===== config.mk =====
export PLATFORM = sky130hd
export DESIGN_NAME = lfsr_decoder
export DESIGN_NICKNAME = d
export VERILOG_FILES = /design/src/rtl/lfsr_decoder.sv
export SDC_FILE = /design/constraint.sdc
export NUM_CORES = 1
export LEC_CHECK = 0
export ABC_AREA = 1
export CELL_PAD_IN_SITES_DETAIL_PLACEMENT = 0
export CELL_PAD_IN_SITES_GLOBAL_PLACEMENT = 2
export CORE_MARGIN = 2
export CORE_UTILIZATION = 25
export CTS_CLUSTER_DIAMETER = 30
export DETAILED_ROUTE_END_ITERATION = 10
export PLACE_DENSITY = 0.72
export SETUP_SLACK_MARGIN = 0.3
export SYNTH_ARGS = -nofsm -noshare
export SYNTH_HDL_FRONTEND = slang
export SYNTH_SLANG_ARGS = --single-unit

===== constraint.sdc =====
create_clock -name clk_i -period 7.1 [get_ports clk_i]
set_clock_uncertainty 0.15 [all_clocks]
set_input_delay 0.71 -clock clk_i [delete_from_list [all_inputs] [get_ports clk_i]]
set_output_delay 0.71 -clock clk_i [all_outputs]
set_load 0.1 [all_outputs]

===== src/rtl/lfsr_decoder.sv =====
// Recovers the seed and tap of an LFSR-ciphered byte stream from its preamble, then decrypts the payload.
// Latency: a payload byte accepted in cycle n appears on out_valid_o in cycle n+1; one byte per cycle sustained.
// Backpressure: in_ready_o drops while the output register is full and out_ready_i is low; held output stays stable.
module lfsr_decoder #(
    parameter int         W        = 8,
    parameter int         PRE_LEN  = 6,
    parameter logic [7:0] PRE_CHAR = 8'h20
) (
    input  logic         clk_i,
    input  logic         rst_i,
    input  logic         start_i,
    input  logic         in_valid_i,
    output logic         in_ready_o,
    input  logic [W-1:0] in_data_i,
    input  logic         in_last_i,
    output logic         out_valid_o,
    input  logic         out_ready_i,
    output logic [W-1:0] out_data_o,
    output logic         out_last_o,
    output logic [3:0]   tap_sel_o,
    output logic         done_o,
    output logic         err_o
);

    typedef enum logic [2:0] {
        S_IDLE,
        S_SEED,
        S_TRAIN,
        S_DECODE,
        S_DRAIN,
        S_DONE,
        S_ERR
    } state_t;

    // The nine candidate feedback masks, indexed by tap_sel.
    function automatic logic [6:0] tap_of(input int idx);
        case (idx)
            0:       return 7'h60;
            1:       return 7'h48;
            2:       return 7'h78;
            3:       return 7'h72;
            4:       return 7'h6A;
            5:       return 7'h69;
            6:       return 7'h5C;
            7:       return 7'h7E;
            8:       return 7'h7B;
            default: return 7'h60;
        endcase
    endfunction

    function automatic logic [6:0] lfsr_step(input logic [6:0] s, input logic [6:0] tap);
        return {s[5:0], ^(s & tap)};
    endfunction

    state_t       state_q;
    logic [6:0]   cand_q [9];
    logic [8:0]   alive_q;
    logic [3:0]   pre_cnt_q;
    logic [3:0]   tap_sel_q;
    logic         out_valid_q;
    logic [W-1:0] out_data_q;
    logic         out_last_q;
    logic         done_q;
    logic         err_q;

    logic         accept_d;
    logic [6:0]   exp_d;
    logic         par_ok_d;
    logic [6:0]   cand_adv_d [9];
    logic [6:0]   seed_adv_d [9];
    logic [8:0]   match_d;
    logic [8:0]   alive_d;
    logic [3:0]   pre_cnt_d;
    logic [3:0]   sel_d;
    logic [6:0]   key_d;

    // Ready depends on state; in DECODE it also passes through out_ready_i. A Start cycle never takes a byte.
    always_comb begin
        in_ready_o = 1'b0;
        case (state_q)
            S_SEED, S_TRAIN: in_ready_o = 1'b1;
            S_DECODE:        in_ready_o = !out_valid_q || out_ready_i;
            default:         in_ready_o = 1'b0;
        endcase
        if (start_i) in_ready_o = 1'b0;
    end

    assign accept_d  = in_valid_i && in_ready_o;
    assign exp_d     = in_data_i[6:0] ^ PRE_CHAR[6:0];
    assign par_ok_d  = ~(^in_data_i);
    assign alive_d   = alive_q & match_d;
    assign pre_cnt_d = pre_cnt_q + 4'd1;

    // Per-candidate next state, seeded next state and preamble match (bad parity kills every candidate).
    always_comb begin
        for (int i = 0; i < 9; i++) begin
            cand_adv_d[i] = lfsr_step(cand_q[i], tap_of(i));
            seed_adv_d[i] = lfsr_step(exp_d, tap_of(i));
            match_d[i]    = par_ok_d && (cand_q[i] == exp_d);
        end
    end

    // Lowest surviving candidate wins when several taps agree over the preamble.
    always_comb begin
        sel_d = '0;
        for (int i = 8; i >= 0; i--) begin
            if (alive_d[i]) sel_d = 4'(i);
        end
    end

    // Keystream byte of the chosen tap for the current payload position.
    always_comb begin
        key_d = cand_q[0];
        for (int i = 0; i < 9; i++) begin
            if (tap_sel_q == 4'(i)) key_d = cand_q[i];
        end
    end

    // Frame FSM with all outputs registered; Start aborts from any state.
    always_ff @(posedge clk_i or posedge rst_i) begin
        if (rst_i) begin
            state_q     <= S_IDLE;
            for (int i = 0; i < 9; i++) cand_q[i] <= '0;
            alive_q     <= '0;
            pre_cnt_q   <= '0;
            tap_sel_q   <= '0;
            out_valid_q <= 1'b0;
            out_data_q  <= '0;
            out_last_q  <= 1'b0;
            done_q      <= 1'b0;
            err_q       <= 1'b0;
        end else if (start_i) begin
            state_q     <= S_SEED;
            alive_q     <= '0;
            pre_cnt_q   <= '0;
            out_valid_q <= 1'b0;
            out_last_q  <= 1'b0;
            done_q      <= 1'b0;
            err_q       <= 1'b0;
        end else begin
            case (state_q)
                S_SEED: begin
                    if (accept_d) begin
                        if (in_last_i) begin
                            state_q <= S_ERR;
                            done_q  <= 1'b1;
                            err_q   <= 1'b1;
                        end else begin
                            cand_q    <= seed_adv_d;
                            alive_q   <= 9'h1FF;
                            pre_cnt_q <= 4'd1;
                            state_q   <= S_TRAIN;
                        end
                    end
                end
                S_TRAIN: begin
                    if (accept_d) begin
                        if (in_last_i) begin
                            state_q <= S_ERR;
                            done_q  <= 1'b1;
                            err_q   <= 1'b1;
                        end else begin
                            cand_q    <= cand_adv_d;
                            alive_q   <= alive_d;
                            pre_cnt_q <= pre_cnt_d;
                            if (pre_cnt_d == 4'(PRE_LEN)) begin
                                if (alive_d == '0) begin
                                    state_q <= S_ERR;
                                    done_q  <= 1'b1;
                                    err_q   <= 1'b1;
                                end else begin
                                    tap_sel_q <= sel_d;
                                    state_q   <= S_DECODE;
                                end
                            end
                        end
                    end
                end
                S_DECODE: begin
                    if (accept_d) begin
                        out_valid_q <= 1'b1;
                        out_data_q  <= {^in_data_i, in_data_i[6:0] ^ key_d};
                        out_last_q  <= in_last_i;
                        cand_q      <= cand_adv_d;
                        if (in_last_i) state_q <= S_DRAIN;
                    end else if (out_ready_i) begin
                        out_valid_q <= 1'b0;
                    end
                end
                S_DRAIN: begin
                    if (!out_valid_q || out_ready_i) begin
                        out_valid_q <= 1'b0;
                        state_q     <= S_DONE;
                        done_q      <= 1'b1;
                    end
                end
                default: ;
            endcase
        end
    end

    assign out_valid_o = out_valid_q;
    assign out_data_o  = out_data_q;
    assign out_last_o  = out_last_q;
    assign tap_sel_o   = tap_sel_q;
    assign done_o      = done_q;
    assign err_o       = err_q;

endmodule


==> qor.csv <==
metric,value,unit
status,"complete, no violations",
yosysTopAreaCellShare,0.3490,
grt_pass1_wl,39770,um
rr_worst_depth,13,
place_inst,1380,
n_antenna_cell,0,
yosysWarnings,0,
vias,6746,
yosysSeqAreaShare,0.3490,
clock_sinks,95,
max_freq,255.0,MHz
antenna_found_initial,0,
start_kind,flop,
critPathLaunch,state_q[2],
ys_top_cells_by_area,"dfrtp_1 (35%), nand2_1 (17%), o21ai_0 (12%), inv_1 (6.6%), nand3_1 (4.6%)",
rrSetupSlack,4.12,ns
setup_tns,0,ns
hold_violations,0,
synth-adder-area-share,0.003674,
viasPerCell,4.832,
ys_types,37,
async_flop_share,1.000,
die-height,169.1,um
synthCells,1040,
place_congestion,0.8555,
dieWidth,169.1,um
insertion_delay,0.36,ns
finalSetupViolations,0,
rsz0062_at_grt,false,
hold_path_end,out_data_o[0],
synth-compound-area-share,0.1717,
portBuffers,30,
cts_max_level,3,
worst_pin_slew,1.035,ns
hold_buffers,0,
cts-buffers-inserted,9,
syn-cell-area,6812,um^2
synth_simple_gate_area_frac,0.3047,
path_max_fanout,13,
synth_top_family_by_area,simple AND/OR/NAND/NOR gates,
multi_input_area,3740,um^2
hold_depth,2,
grt_overflow,0,
synth_seq_cells,95,
synth_most_common_cell,nand2_1,
worst_ep_required_time,6.24,ns
wirelength,25470,um
grt_max_degree,127,
r2r-start,state_q[2],
synth_area_leader_cell,dfrtp_1,
synth_edf_count,0,
p_per_area,417.5,nW/um^2
grt_pass1_vias,6645,
hold_start,out_data_o[0],
grt_util_all_layers,0.1832,
wl_per_cell,18.25,um
hpwlAfterDp,18400,um
avgSynthCellArea,6.550,um^2
cts_tree,yes,
n_fill_cell,2982,
synthFlopType,dfrtp_1,
syn_nets,1056,
p_leak,0.003590,uW
antenna_left,0,
clkTransAtPathRegs,0.07,ns
drv_cap,0,
drt_iter0_markers,460,
crit_type,flop to output port,
cts_resized,0,
slew_viol_final,0,
area_delta_synth_final,13.35,%
dieArea,28580,um^2
drive_gt1_frac,0.05592,
root_buffer,clkbuf_16,
cp.arrival,3.06,ns
seq_area,2377,um^2
post-cts-setup-buffers,0,
final_nets,1066,
synthMuxAreaShare,0,
worstReg2RegEnd,pre_cnt_q[1],
hold_path_class,flop to flop,
row_count,60,
firstDrtPassIters,5,
post-route-drc-count,0,
cp-end-kind,output port,
slew-limit-headroom,0.3101,
pin_count,31,
finalCritPeriodShare,0.5523,
peakVddDrop,142.0,uV
synth_commonest_cells,"nand2_1 (311), o21ai_0 (166), inv_1 (120)",
final_cell_count_no_fill,1396,
fin_crit,3.922,ns
start_util,0.2534,
cts.path.max_buffers,2,
coreArea,26880,um^2
synth-xor-area-share,0.06815,
[cell type report]
type	count	area share
tap	341	0.05526
inverter	129	0.06336
multi-input combinational	775	0.4844
sequential	95	0.3079
clock buffer	11	0.03144
clock inverter	5	0.007454
timing repair buffer	40	0.05023
[worst max-delay path by stage]
stage,end,slack [ns],depth (start not counted)
2_1_floorplan,alive_q[0],3.76,1
3_3_place_gp,tap_sel_o[1],3.37,16
3_5_place_dp,tap_sel_o[1],3.30,16
4_1_cts,in_ready_o,3.12,8
5_1_grt,in_ready_o,3.00,9
6_report,in_ready_o,3.18,8
[sequential cells by signal, indices dropped and copies added, names as in the netlist]
signal,cells
cand_adv_d,54
alive_q,9
cand_q,9
out_data_o,8
pre_cnt_q,4
tap_sel_o,4
state_q,3
done_o,1
err_o,1
out_last_o,1
out_valid_o,1
[report_power, final]
group | switching, uW | internal [uW] | total [uW] | leakage (uW)
combinational | 1130 | 514 | 1650 | 0.00230
clock | 237 | 283 | 520 | 0.000138
sequential | 266 | 792 | 1060 | 0.00115
total | 1630 | 1590 | 3220 | 0.00359
[cells by family after synthesis]
logic type	Yosys count
flip-flops	95
AO/OA/AOI/OAI	223
AND/OR/NAND/NOR	497
buffers and inverters	170
adder cells (fa/ha/maj)	2
XOR/XNOR	53
[routing by layer]
metal / wire [um] / share of wire / global-route usage / vias up
met4: 546 / 0.021 / 0.06280 / 0
li1: - / - / - / 3358
met5: 0 / 0 / 0 / -
met2: 11290 / 0.44 / 0.2887 / 133
met1: 12690 / 0.50 / 0.2594 / 3223
met3: 945 / 0.037 / 0.02221 / 32
[critical path: stages (launching register included)]
cell and delay, ns:
dfrtp_1 0.42, nor2_4 0.39, nand2_2 0.31, nand2_2 0.20, inv_2 0.05, o21ai_2 0.06, inv_1 0.05, nor2_1 0.08
clkdlybuf4s50_1 1.14
[cells in the final DEF (no fill, tap or decap), types with 7 or more instances in the layout]
cell | netlist | routed
nand2_1 | 311 | 311
o21ai_0 | 166 | 166
inv_1 | 120 | 118
dfrtp_1 | 95 | 95
nor2_1 | 80 | 80
nand3_1 | 62 | 62
clkdlybuf4s50_1 | 0 | 30
xnor2_1 | 29 | 29
a21oi_1 | 29 | 29
xor2_1 | 24 | 24
nand2_2 | 11 | 11
nor3_1 | 10 | 10
clkbuf_16 | 0 | 9
buf_4 | 6 | 9
inv_2 | 7 | 8
o22ai_1 | 7 | 7
nand4_1 | 7 | 7
[stage by stage]
step | area [um^2] | hold slack (ns) | power [uW] | util | setup slack (ns)
after global routing | 7721 | 0.3570 | 3473 | 0.2873 | 3.000
final | 7721 | 0.3354 | 3224 | 0.2873 | 3.178
after CTS | 7721 | 0.3389 | 3239 | 0.2873 | 3.124
after detailed placement | 7421 | 0.3189 | 2705 | 0.2761 | 3.303
after floorplan | 6812 | 0.2968 | 2200 | - | 3.763
after global placement | 7421 | 0.3164 | 2720 | 0.2761 | 3.366
No activity file was read; power rests on OpenSTA's default activity.
